**config.mk**
```make
export PLATFORM = sky130hd
export DESIGN_NAME = digit_tx_modulator
export DESIGN_NICKNAME = d
export VERILOG_FILES = /design/src/rtl/digit_tx_pkg.sv /design/src/rtl/digit_bit_timer.sv /design/src/rtl/digit_tx_modulator.sv
export SDC_FILE = /design/constraint.sdc
export NUM_CORES = 1
export LEC_CHECK = 0
export CORE_UTILIZATION = 45
export CTS_CLUSTER_DIAMETER = 60
export CTS_CLUSTER_SIZE = 30
export DETAILED_ROUTE_END_ITERATION = 8
export SYNTH_ARGS = -nofsm -noshare
export SYNTH_HDL_FRONTEND = slang
export SYNTH_HIERARCHICAL = 1
export SYNTH_SLANG_ARGS = --single-unit
```
**constraint.sdc**
```tcl
create_clock -name clk -period 5.43 [get_ports clk]
set_clock_uncertainty 0.15 [all_clocks]
set_input_delay 1.086 -clock clk [delete_from_list [all_inputs] [get_ports clk]]
set_output_delay 1.086 -clock clk [all_outputs]
set_load 0.005 [all_outputs]
```
**src/rtl/digit_tx_pkg.sv**
```systemverilog
// -----------------------------------------------------------------------------
// digit_tx_pkg
// Shared definitions for the digital-level link transmitter:
//   - tx_state_t : frame FSM states (IDLE, PREAMBLE, DATA, PARITY, GAP)
//   - DEF_HIGH_LVL / DEF_LOW_LVL : default DAC codes for '1' and '0'/idle
//   - BIT_CNT_W  : width of the bit-period counter (BIT_CLKS up to 2^24-1)
// -----------------------------------------------------------------------------
package digit_tx_pkg;

  localparam int BIT_CNT_W = 24;

  localparam logic [7:0] DEF_HIGH_LVL = 8'd200;
  localparam logic [7:0] DEF_LOW_LVL  = 8'd50;

  typedef enum logic [2:0] {
    ST_IDLE     = 3'd0,
    ST_PREAMBLE = 3'd1,
    ST_DATA     = 3'd2,
    ST_PARITY   = 3'd3,
    ST_GAP      = 3'd4
  } tx_state_t;

endpackage

```
**src/rtl/digit_bit_timer.sv**
```systemverilog
// -----------------------------------------------------------------------------
// digit_bit_timer
// Bit-period counter: counts 0..BIT_CLKS-1 while enabled and pulses bit_tick
// in the last cycle of each bit period, wrapping to 0 on that edge.
// Ports:
//   clk      in  system clock (rising edge)
//   rst_n    in  asynchronous active-low reset
//   en       in  count enable
//   clr      in  synchronous clear (takes priority over en)
//   bit_tick out high during the final cycle of a bit period
// -----------------------------------------------------------------------------
module digit_bit_timer
  import digit_tx_pkg::*;
#(
  parameter int unsigned BIT_CLKS = 500
) (
  input  logic clk,
  input  logic rst_n,
  input  logic en,
  input  logic clr,
  output logic bit_tick
);

  localparam logic [BIT_CNT_W-1:0] CNT_LAST = BIT_CNT_W'(BIT_CLKS - 1);

  logic [BIT_CNT_W-1:0] cnt_q;

  assign bit_tick = en && (cnt_q == CNT_LAST);

  always_ff @(posedge clk or negedge rst_n) begin
    if (!rst_n) begin
      cnt_q <= '0;
    end else if (clr) begin
      cnt_q <= '0;
    end else if (en) begin
      if (cnt_q == CNT_LAST) cnt_q <= '0;
      else                   cnt_q <= cnt_q + 1'b1;
    end
  end

endmodule

```
**src/rtl/digit_tx_modulator.sv**
```systemverilog
// -----------------------------------------------------------------------------
// digit_tx_modulator
// Transmit end of the digital-level link. Serializes bytes into an 8-bit DAC
// amplitude stream (HIGH_LVL for '1', LOW_LVL for '0'/idle) framed as
//   preamble (1,0,1,0,...) | 8 data bits MSB first | [even parity] | gap (LOW)
// and produces the 'sys' strobe that toggles at every bit boundary.
// Optional feature macro: DIGIT_TX_PARITY_EN adds one even-parity bit after
// the data bits.
// Ports:
//   clk       in   system clock (rising edge)
//   rst_n     in   asynchronous active-low reset
//   din[7:0]  in   byte to transmit
//   din_valid in   din valid
//   din_ready out  holding register empty; transfer on din_valid & din_ready
//   dac_out   out  registered DAC amplitude code
//   sys       out  registered bit-phase strobe
//   bit_out   out  registered bit currently on the line
//   busy      out  high whenever the FSM is not IDLE
// -----------------------------------------------------------------------------
module digit_tx_modulator
  import digit_tx_pkg::*;
#(
  parameter int unsigned BIT_CLKS = 500,
  parameter logic [7:0]  HIGH_LVL = DEF_HIGH_LVL,
  parameter logic [7:0]  LOW_LVL  = DEF_LOW_LVL,
  parameter int unsigned PRE_BITS = 8,
  parameter int unsigned GAP_BITS = 2
) (
  input  logic       clk,
  input  logic       rst_n,
  input  logic [7:0] din,
  input  logic       din_valid,
  output logic       din_ready,
  output logic [7:0] dac_out,
  output logic       sys,
  output logic       bit_out,
  output logic       busy
);

  if (HIGH_LVL <= LOW_LVL) begin : g_lvl_chk
    $error("digit_tx_modulator: HIGH_LVL must exceed LOW_LVL");
  end
  if (BIT_CLKS < 2 || BIT_CLKS > 32'h00FF_FFFF) begin : g_clks_chk
    $error("digit_tx_modulator: BIT_CLKS out of range 2..2^24-1");
  end
  if (PRE_BITS < 2 || PRE_BITS > 255 || GAP_BITS > 255) begin : g_bits_chk
    $error("digit_tx_modulator: PRE_BITS or GAP_BITS out of range");
  end

  localparam logic [7:0] PRE_LAST = 8'(PRE_BITS - 1);
  localparam logic [7:0] GAP_LAST = 8'(GAP_BITS - 1);
  localparam bit         GAP_EN   = (GAP_BITS != 0);

  tx_state_t  state_q, state_nxt;
  logic [7:0] idx_q, idx_nxt;
  logic       bit_q, bit_nxt;
  logic       sys_q, busy_q;
  logic [7:0] dac_q;
  logic       hold_full_q;
  logic [7:0] hold_q;
  logic [7:0] shift_q;
  logic       bit_tick;
  logic       accept;
  logic       load, shift_en, toggle;
  logic       start, payload_done, gap_done;
`ifdef DIGIT_TX_PARITY_EN
  logic       parity_q;
`endif

  assign din_ready = !hold_full_q;
  assign accept    = din_valid && !hold_full_q;

  assign dac_out = dac_q;
  assign sys     = sys_q;
  assign bit_out = bit_q;
  assign busy    = busy_q;

  digit_bit_timer #(
    .BIT_CLKS (BIT_CLKS)
  ) u_timer (
    .clk      (clk),
    .rst_n    (rst_n),
    .en       (state_q != ST_IDLE),
    .clr      (state_q == ST_IDLE),
    .bit_tick (bit_tick)
  );

  // Next-state / next-bit decode. The value chosen for bit_nxt is what appears
  // on the line after this edge, so all outputs change together at a boundary.
  always_comb begin
    state_nxt    = state_q;
    idx_nxt      = idx_q;
    bit_nxt      = bit_q;
    load         = 1'b0;
    shift_en     = 1'b0;
    toggle       = 1'b0;
    start        = 1'b0;
    payload_done = 1'b0;
    gap_done     = 1'b0;

    case (state_q)
      ST_IDLE: begin
        if (hold_full_q) start = 1'b1;
      end
      ST_PREAMBLE: begin
        if (bit_tick) begin
          toggle = 1'b1;
          if (idx_q == PRE_LAST) begin
            state_nxt = ST_DATA;
            idx_nxt   = '0;
            bit_nxt   = shift_q[7];
          end else begin
            // next index is idx+1; even indices carry '1'
            idx_nxt = idx_q + 8'd1;
            bit_nxt = idx_q[0];
          end
        end
      end
      ST_DATA: begin
        if (bit_tick) begin
          toggle = 1'b1;
          if (idx_q == 8'd7) begin
`ifdef DIGIT_TX_PARITY_EN
            state_nxt = ST_PARITY;
            idx_nxt   = '0;
            bit_nxt   = parity_q;
`else
            payload_done = 1'b1;
`endif
          end else begin
            idx_nxt  = idx_q + 8'd1;
            shift_en = 1'b1;
            bit_nxt  = shift_q[6];
          end
        end
      end
`ifdef DIGIT_TX_PARITY_EN
      ST_PARITY: begin
        if (bit_tick) begin
          toggle       = 1'b1;
          payload_done = 1'b1;
        end
      end
`endif
      ST_GAP: begin
        if (bit_tick) begin
          toggle = 1'b1;
          if (idx_q == GAP_LAST) gap_done = 1'b1;
          else                   idx_nxt  = idx_q + 8'd1;
        end
      end
      default: begin
        state_nxt = ST_IDLE;
        idx_nxt   = '0;
        bit_nxt   = 1'b0;
      end
    endcase

    if (payload_done) begin
      if (GAP_EN) begin
        state_nxt = ST_GAP;
        idx_nxt   = '0;
        bit_nxt   = 1'b0;
      end else begin
        gap_done = 1'b1;
      end
    end

    // End of frame: chain straight into the next preamble if a byte waits,
    // otherwise drop to IDLE without a sys toggle.
    if (gap_done) begin
      if (hold_full_q) begin
        start = 1'b1;
      end else begin
        state_nxt = ST_IDLE;
        idx_nxt   = '0;
        bit_nxt   = 1'b0;
        toggle    = 1'b0;
      end
    end

    if (start) begin
      state_nxt = ST_PREAMBLE;
      idx_nxt   = '0;
      bit_nxt   = 1'b1;
      load      = 1'b1;
      toggle    = 1'b1;
    end
  end

  always_ff @(posedge clk or negedge rst_n) begin
    if (!rst_n) begin
      state_q     <= ST_IDLE;
      idx_q       <= '0;
      bit_q       <= 1'b0;
      sys_q       <= 1'b0;
      busy_q      <= 1'b0;
      dac_q       <= LOW_LVL;
      hold_full_q <= 1'b0;
    end else begin
      state_q <= state_nxt;
      idx_q   <= idx_nxt;
      bit_q   <= bit_nxt;
      sys_q   <= sys_q ^ toggle;
      busy_q  <= (state_nxt != ST_IDLE);
      dac_q   <= bit_nxt ? HIGH_LVL : LOW_LVL;
      // load only happens while full, so it can never coincide with accept
      if (load)        hold_full_q <= 1'b0;
      else if (accept) hold_full_q <= 1'b1;
    end
  end

  // Data registers carry no reset; their contents are qualified by
  // hold_full_q and the FSM state.
  always_ff @(posedge clk) begin
    if (accept) hold_q <= din;
    if (load)          shift_q <= hold_q;
    else if (shift_en) shift_q <= {shift_q[6:0], 1'b0};
  end

`ifdef DIGIT_TX_PARITY_EN
  always_ff @(posedge clk) begin
    if (load) parity_q <= ^hold_q;
  end
`endif

endmodule
```
After elaboration in Yosys (flattened, before gate mapping)
Index checks and enable logic that the tools add are counted.
{"block": "classes", "n_addsub": 2, "mul": 0, "n_div": 0, "n_lt_le_gt_ge": 0, "eq_ne": 6, "n_shift": 0, "n_mux": 54, "bitwise_logic": 1, "reduce_logical": 12}
{"operator": "$mux W8", "n": 13}
{"operator": "$mux W24", "n": 3}
{"operator": "$pmux W8 S4", "n": 1}
{"operator": "$mux W1", "n": 29}
{"operator": "$add A24 B1 Y24 const B", "n": 1}
{"operator": "$eq A24 B9 Y1 const B", "n": 1}
{"operator": "$mux W3", "n": 6}
{"operator": "$add A8 B1 Y8 const B", "n": 1}
{"operator": "$eq A8 B1 Y1 const B", "n": 1}
{"operator": "$eq A8 B3 Y1 const B", "n": 1}
{"operator": "$pmux W3 S2", "n": 1}
{"operator": "$reduce_bool A2 Y1", "n": 3}
{"operator": "$reduce_bool A3 Y1", "n": 2}
{"operator": "$reduce_or A3 Y1", "n": 2}
{"operator": "$eq A3 B1 Y1 const B", "n": 1}
{"operator": "$eq A3 B2 Y1 const B", "n": 1}
{"operator": "$eq A3 B3 Y1 const B", "n": 1}
{"operator": "$logic_not A3 Y1", "n": 1}
{"operator": "$pmux W1 S3", "n": 1}
{"operator": "$logic_and A1 B1 Y1", "n": 2}
{"operator": "$reduce_or A2 Y1", "n": 1}
{"operator": "$logic_not A1 Y1", "n": 1}
{"operator": "$xor A1 B1 Y1", "n": 1}
{"block": "word_totals", "ff_bits": 63, "latch_bits": 0, "ramBits": 0, "mem_bits_ro": 0, "in_bits": 11, "memories": 0}

Logic depth before layout (Yosys ltp)
{"block": "logic_depth", "depth_word": 9, "depth_mapped": 13, "mapped_depth_nobuf": 10}

By module
The synthesis kept the hierarchy.
{"mod": "digit_tx_modulator", "n_inst": 1, "cells_each": 189, "area_each_um2": 1878.1}
{"mod": "digit_bit_timer", "n_inst": 1, "cells_each": 165, "area_each_um2": 1506.4}

Worst setup path after synthesis
OpenSTA, ideal clock, no wires.
{"block": "synth_timing", "kind": "reg-to-reg", "start": "register state_q[2]", "end": "register shift_q[3] (data pin)", "t_arrival_ns": 2.929, "setup_slack_ns": 2.091, "path_stages_with_launch": 13, "path_buffers": 6, "period_less_slack_ns": 3.339, "cell_sequence": "dfrtp_1 > buf_2 > clkbuf_1 > nor2_1 > inv_1 > clkbuf_1 > clkbuf_1 > and3_1 > clkbuf_1 > nand3_1 > a21oi_2 > buf_4 > mux2_2"}
{"block": "synth_between", "elab_chain_cells": 7, "elab_cells_between_ends": 11}
{"element": "start, declared", "line_no": "digit_tx_modulator.sv:54", "source": "tx_state_t state_q, state_nxt;"}
{"element": "start signal, assigned", "line_no": "digit_tx_modulator.sv:201", "source": "state_q <= state_nxt;"}
{"element": "$reduce_bool A3 Y1", "line_no": "digit_tx_modulator.sv:83", "source": ".en (state_q != ST_IDLE),"}
{"element": "$logic_and A1 B1 Y1", "line_no": "digit_bit_timer.sv:28", "source": "assign bit_tick = en && (cnt_q == CNT_LAST);"}
{"element": "named net bit_tick", "line_no": "digit_tx_modulator.sv:62", "source": "logic bit_tick;"}
{"element": "$mux W1", "line_no": "digit_tx_modulator.sv:146", "source": "if (bit_tick) begin"}
{"element": "$mux W1", "line_no": "digit_tx_modulator.sv:101", "source": "case (state_q)"}
{"element": "$mux W1", "line_no": "digit_tx_modulator.sv:171", "source": "if (gap_done) begin"}
{"element": "$mux W1", "line_no": "digit_tx_modulator.sv:182", "source": "if (start) begin"}
{"element": "$mux W8", "line_no": "digit_tx_modulator.sv:217", "source": "if (load) shift_q <= hold_q;"}
{"element": "end signal, assigned", "line_no": "digit_tx_modulator.sv:217"}
{"element": "end signal, assigned", "line_no": "digit_tx_modulator.sv:218", "source": "else if (shift_en) shift_q <= {shift_q[6:0], 1'b0};"}
{"element": "end, declared", "line_no": "digit_tx_modulator.sv:61", "source": "logic [7:0] shift_q;"}
The timed path passes the listed nets, and every way through them passes these cells.
A chain may end at the register's enable or synchronous reset.

Worst setup path after layout
{"block": "layout_timing", "start": "register state_q[0]", "end": "register shift_q[2] (enable)"}
{"block": "layout_between", "elab_chain_cells": 7, "elab_cells_between_ends": 14}
{"element": "$reduce_bool A3 Y1 (*)", "line_no": "digit_tx_modulator.sv:83"}
{"element": "$logic_and A1 B1 Y1 (*)", "line_no": "digit_bit_timer.sv:28"}
{"element": "named net bit_tick", "line_no": "digit_tx_modulator.sv:62"}
{"element": "$mux W1", "line_no": "digit_tx_modulator.sv:146"}
{"element": "$mux W1", "line_no": "digit_tx_modulator.sv:101"}
{"element": "$mux W1", "line_no": "digit_tx_modulator.sv:171"}
{"element": "$mux W1", "line_no": "digit_tx_modulator.sv:182"}
{"element": "$reduce_bool A2 Y1 (no line) (*)"}
Mark *: on every way through the listed nets, which the timed path passes. The rest lies on a longest branch.

==> impl_metrics.toml <==
[timing]
fin_setup_tns_ns = 0
fmax_mhz = 262
slew_viol_final = 0
period_share = 0.702
tightestPinTransition_ns = 0.908
finalSetupViolCount = 0
whs_ns = 0.332
finalHoldViolations = 0
fin_crit_ns = 3.81
rsz0062_at_grt = "no"
timing.slew.headroom = 0.395
setup_slack_ns = 1.62

[min_path]
holdCritPathClass = "reg -> reg"
min_path_cells = 1

[worst_setup_path]
cpPeakStageDelay_ns = 0.68
r2r_slack_ns = 1.62
path_depth = 9
crit_type = "reg -> reg"
crit_top_cell = "buf_4"
startpoint_type = "flip-flop"
path_cells = "or2_1, nor2_1, buf_4, inv_1, buf_4, and3_1, nand3_1, a21oi_2, a21o_1"
slowest_stage = "and3_1"
crit_family = "simple AND/OR/NAND/NOR gates"
cp.required_ns = 5.28
cp.buffers_inverters = 3
end_kind = "flip-flop"
cp_max_fo = 26
worst_ep_arrival_time_ns = 3.66
r2r_cells = 9

[synth]
synthArstFlopShare = 0.714
synth_enable_flop_cells = 16
netlist_area_um2 = 3380
yosysSeqAreaShare = 0.438
ys_seq_elements = 56
synth.distinct_cells = 70
synth_top_area_cell = "dfrtp_1"
synth.avg_cell_area_um2 = 9.56
yosys-top-cells-area = "dfrtp_1, edfxtp_1, nand2_1, o21ai_0, mux2_2"
yosysTopAreaCellShare = 0.288
synth_flop_cell = "dfrtp_1"
synthCells = 354
yosysWarnings = 6

[die]
fp.dieH_um = 88.7
die_area_um2 = 7870
ios = 23
rows = 31
start_util = 0.467
core-area_um2 = 7250
die_w_um = 88.7

[finish]
antenna_cells = 0
design_area_um2 = 3690
syn2layout_area_growth_pct = 9.06
drive_gt1_frac = 0.113
nets = 377

[run_status]
status = "complete, no violations"

[global_route]
grt_pass1_wl_um = 12000
grt_remaining_overflow = 0
grt_max_degree = 41
grtUsageTotal = 0.198
grt_pass1_vias = 2394
antenna_found_initial = 0

[detailed_routing]
dr_wl_met3_um = 310
routed_wl_um = 7330
detail-route-antenna-nets = 0
drc = 0
top_layer_used = "met4"
met1_length_um = 3580
drtPass1Iterations = 5
num_vias = 2709
dr.first_iter.drc_count = 212
wl_per_cell_um = 15.9
viasPerCell = 5.86
route.met2.wl_um = 3390

[placement]
place_hpwl_um = 5040
dp_slack_ns = 1.66
portBuffers = 20
routabilityCongestion = 0.856
placed_cell_area_um2 = 3590

[clocking]
postCtsSetupRepairBufs = 0
clock_path_buffers = 2
clk_pin_slew_ns = 0.12
clock_sinks = 56
post_cts_resized = 0
tritoncts = "built"
h-tree-depth = 2
clock_latency_ns = 0.32
cts_root_buf = "clkbuf_8"
cts_inserted_buffers = 5
cts_hold_buffers = 0

[pwr]
total_power_mw = 1.05
p_per_area_nw_per_um2 = 284
ir_worst_vdd_uv = 135
p_leak_nw = 1.41

[job]
drv_cap = 0
[state kept, by name, indices dropped and copies added, names as in the netlist]
name / flops
u_timer/cnt_q: 24
hold_q: 8
idx_q: 8
shift_q: 8
state_q: 3
dac_out: 2
busy: 1
hold_full_q: 1
sys: 1
[worst paths after layout]
check	start	endpoint
max	state_q[0]	shift_q[2]
min	sys	sys
max reg2reg	state_q[0]	shift_q[2]
min reg2reg	sys	sys
max in group asynchronous	rst_n	u_timer/cnt_q[10]
min in group asynchronous	rst_n	idx_q[2]
[cells in the mapped netlist, types with 2 or more instances]
cell        n
nor2b_1     7
o32ai_1     2
nand2_1    30
a2bb2oi_1   3
mux2_2      9
a21oi_1    20
nor3_1      6
or4_1       4
a31oi_1     4
inv_1      10
and2_1      7
buf_4       8
a31o_2      5
buf_2       5
o211ai_1    2
o22ai_1     2
nor4_1      5
a311oi_1    2
and4_1      7
or3_1       4
nand3_1    17
xnor2_1     4
edfxtp_1   16
nand2b_1    2
dfrtp_1    39
o21ai_0    22
ha_1        4
clkbuf_1    8
xor2_1      4
nor4b_1     5
nor2_1     26
nand4_1    10
and3_1      4
mux2i_1     2
a21o_1      6
a211oi_1    6
a22oi_1     4
[per-stage QoR]
| step | utilization | std cells |
|---|---|---|
| after floorplan | - | 355 |
| after global placement | 0.495 | 454 |
| after detailed placement | 0.495 | 454 |
| after CTS | 0.509 | 462 |
| after global routing | 0.509 | 462 |
| final | 0.509 | 462 |
[routing by layer]
layer / global-route usage / up-vias
met5: 0 / -
met4: 0.0455 / 0
met3: 0.0354 / 5
met2: 0.311 / 73
met1: 0.285 / 1296
li1: - / 1335
[placed cells by master (no fill, tap or decap), types with 3 or more instances in the layout]
cell type / netlist / final
and2_1: 7 / 7
nand3_1: 17 / 17
xnor2_1: 4 / 4
inv_1: 10 / 10
a21o_1: 6 / 6
nand2_1: 30 / 30
nor2b_1: 7 / 7
a22oi_1: 4 / 4
clkdlybuf4s50_1: 0 / 19
nand4_1: 10 / 10
edfxtp_1: 16 / 16
xor2_1: 4 / 4
clkbuf_8: 1 / 5
nor4b_1: 5 / 5
ha_1: 4 / 4
a2bb2oi_1: 3 / 3
a211oi_1: 6 / 6
and4_1: 7 / 7
a31o_2: 5 / 5
o21ai_0: 22 / 22
or4_1: 4 / 4
nor4_1: 5 / 5
a21oi_1: 20 / 20
mux2_2: 9 / 9
and3_1: 4 / 4
a31oi_1: 4 / 4
nor2_1: 26 / 26
nor3_1: 6 / 6
or3_1: 4 / 4
dfrtp_1: 39 / 39
[report_power, final]
group          internal (mW)  leakage, nW  switching [mW]
registers              0.486        0.673          0.0558
clock network         0.0979       0.0511           0.154
logic                  0.134        0.682           0.121
total                  0.718         1.41           0.330
[cells by family after synthesis]
family / share of synthesized area
adders and majority gates: 0.0177
muxes: 0.0359
xor gates and xnor gates: 0.0207
DFF: 0.438
other: 0.00111
buffers and inverters: 0.0503
and+or+nand+nor: 0.250
AOI/OAI and AO/OA: 0.187
[final cells by class]
| cell class | count | area (um2) |
|---|---|---|
| flip-flops and latches | 56 | 1480 |
| well taps | 99 | 124 |
| clock inverters | 3 | 28.8 |
| inverters | 11 | 41.3 |
| repair buffers | 22 | 210 |
| fillers | 664 | 3560 |
| clock buffers | 5 | 68.8 |
| multi-input cells | 266 | 1740 |
No activity file was read; power rests on OpenSTA's default activity.
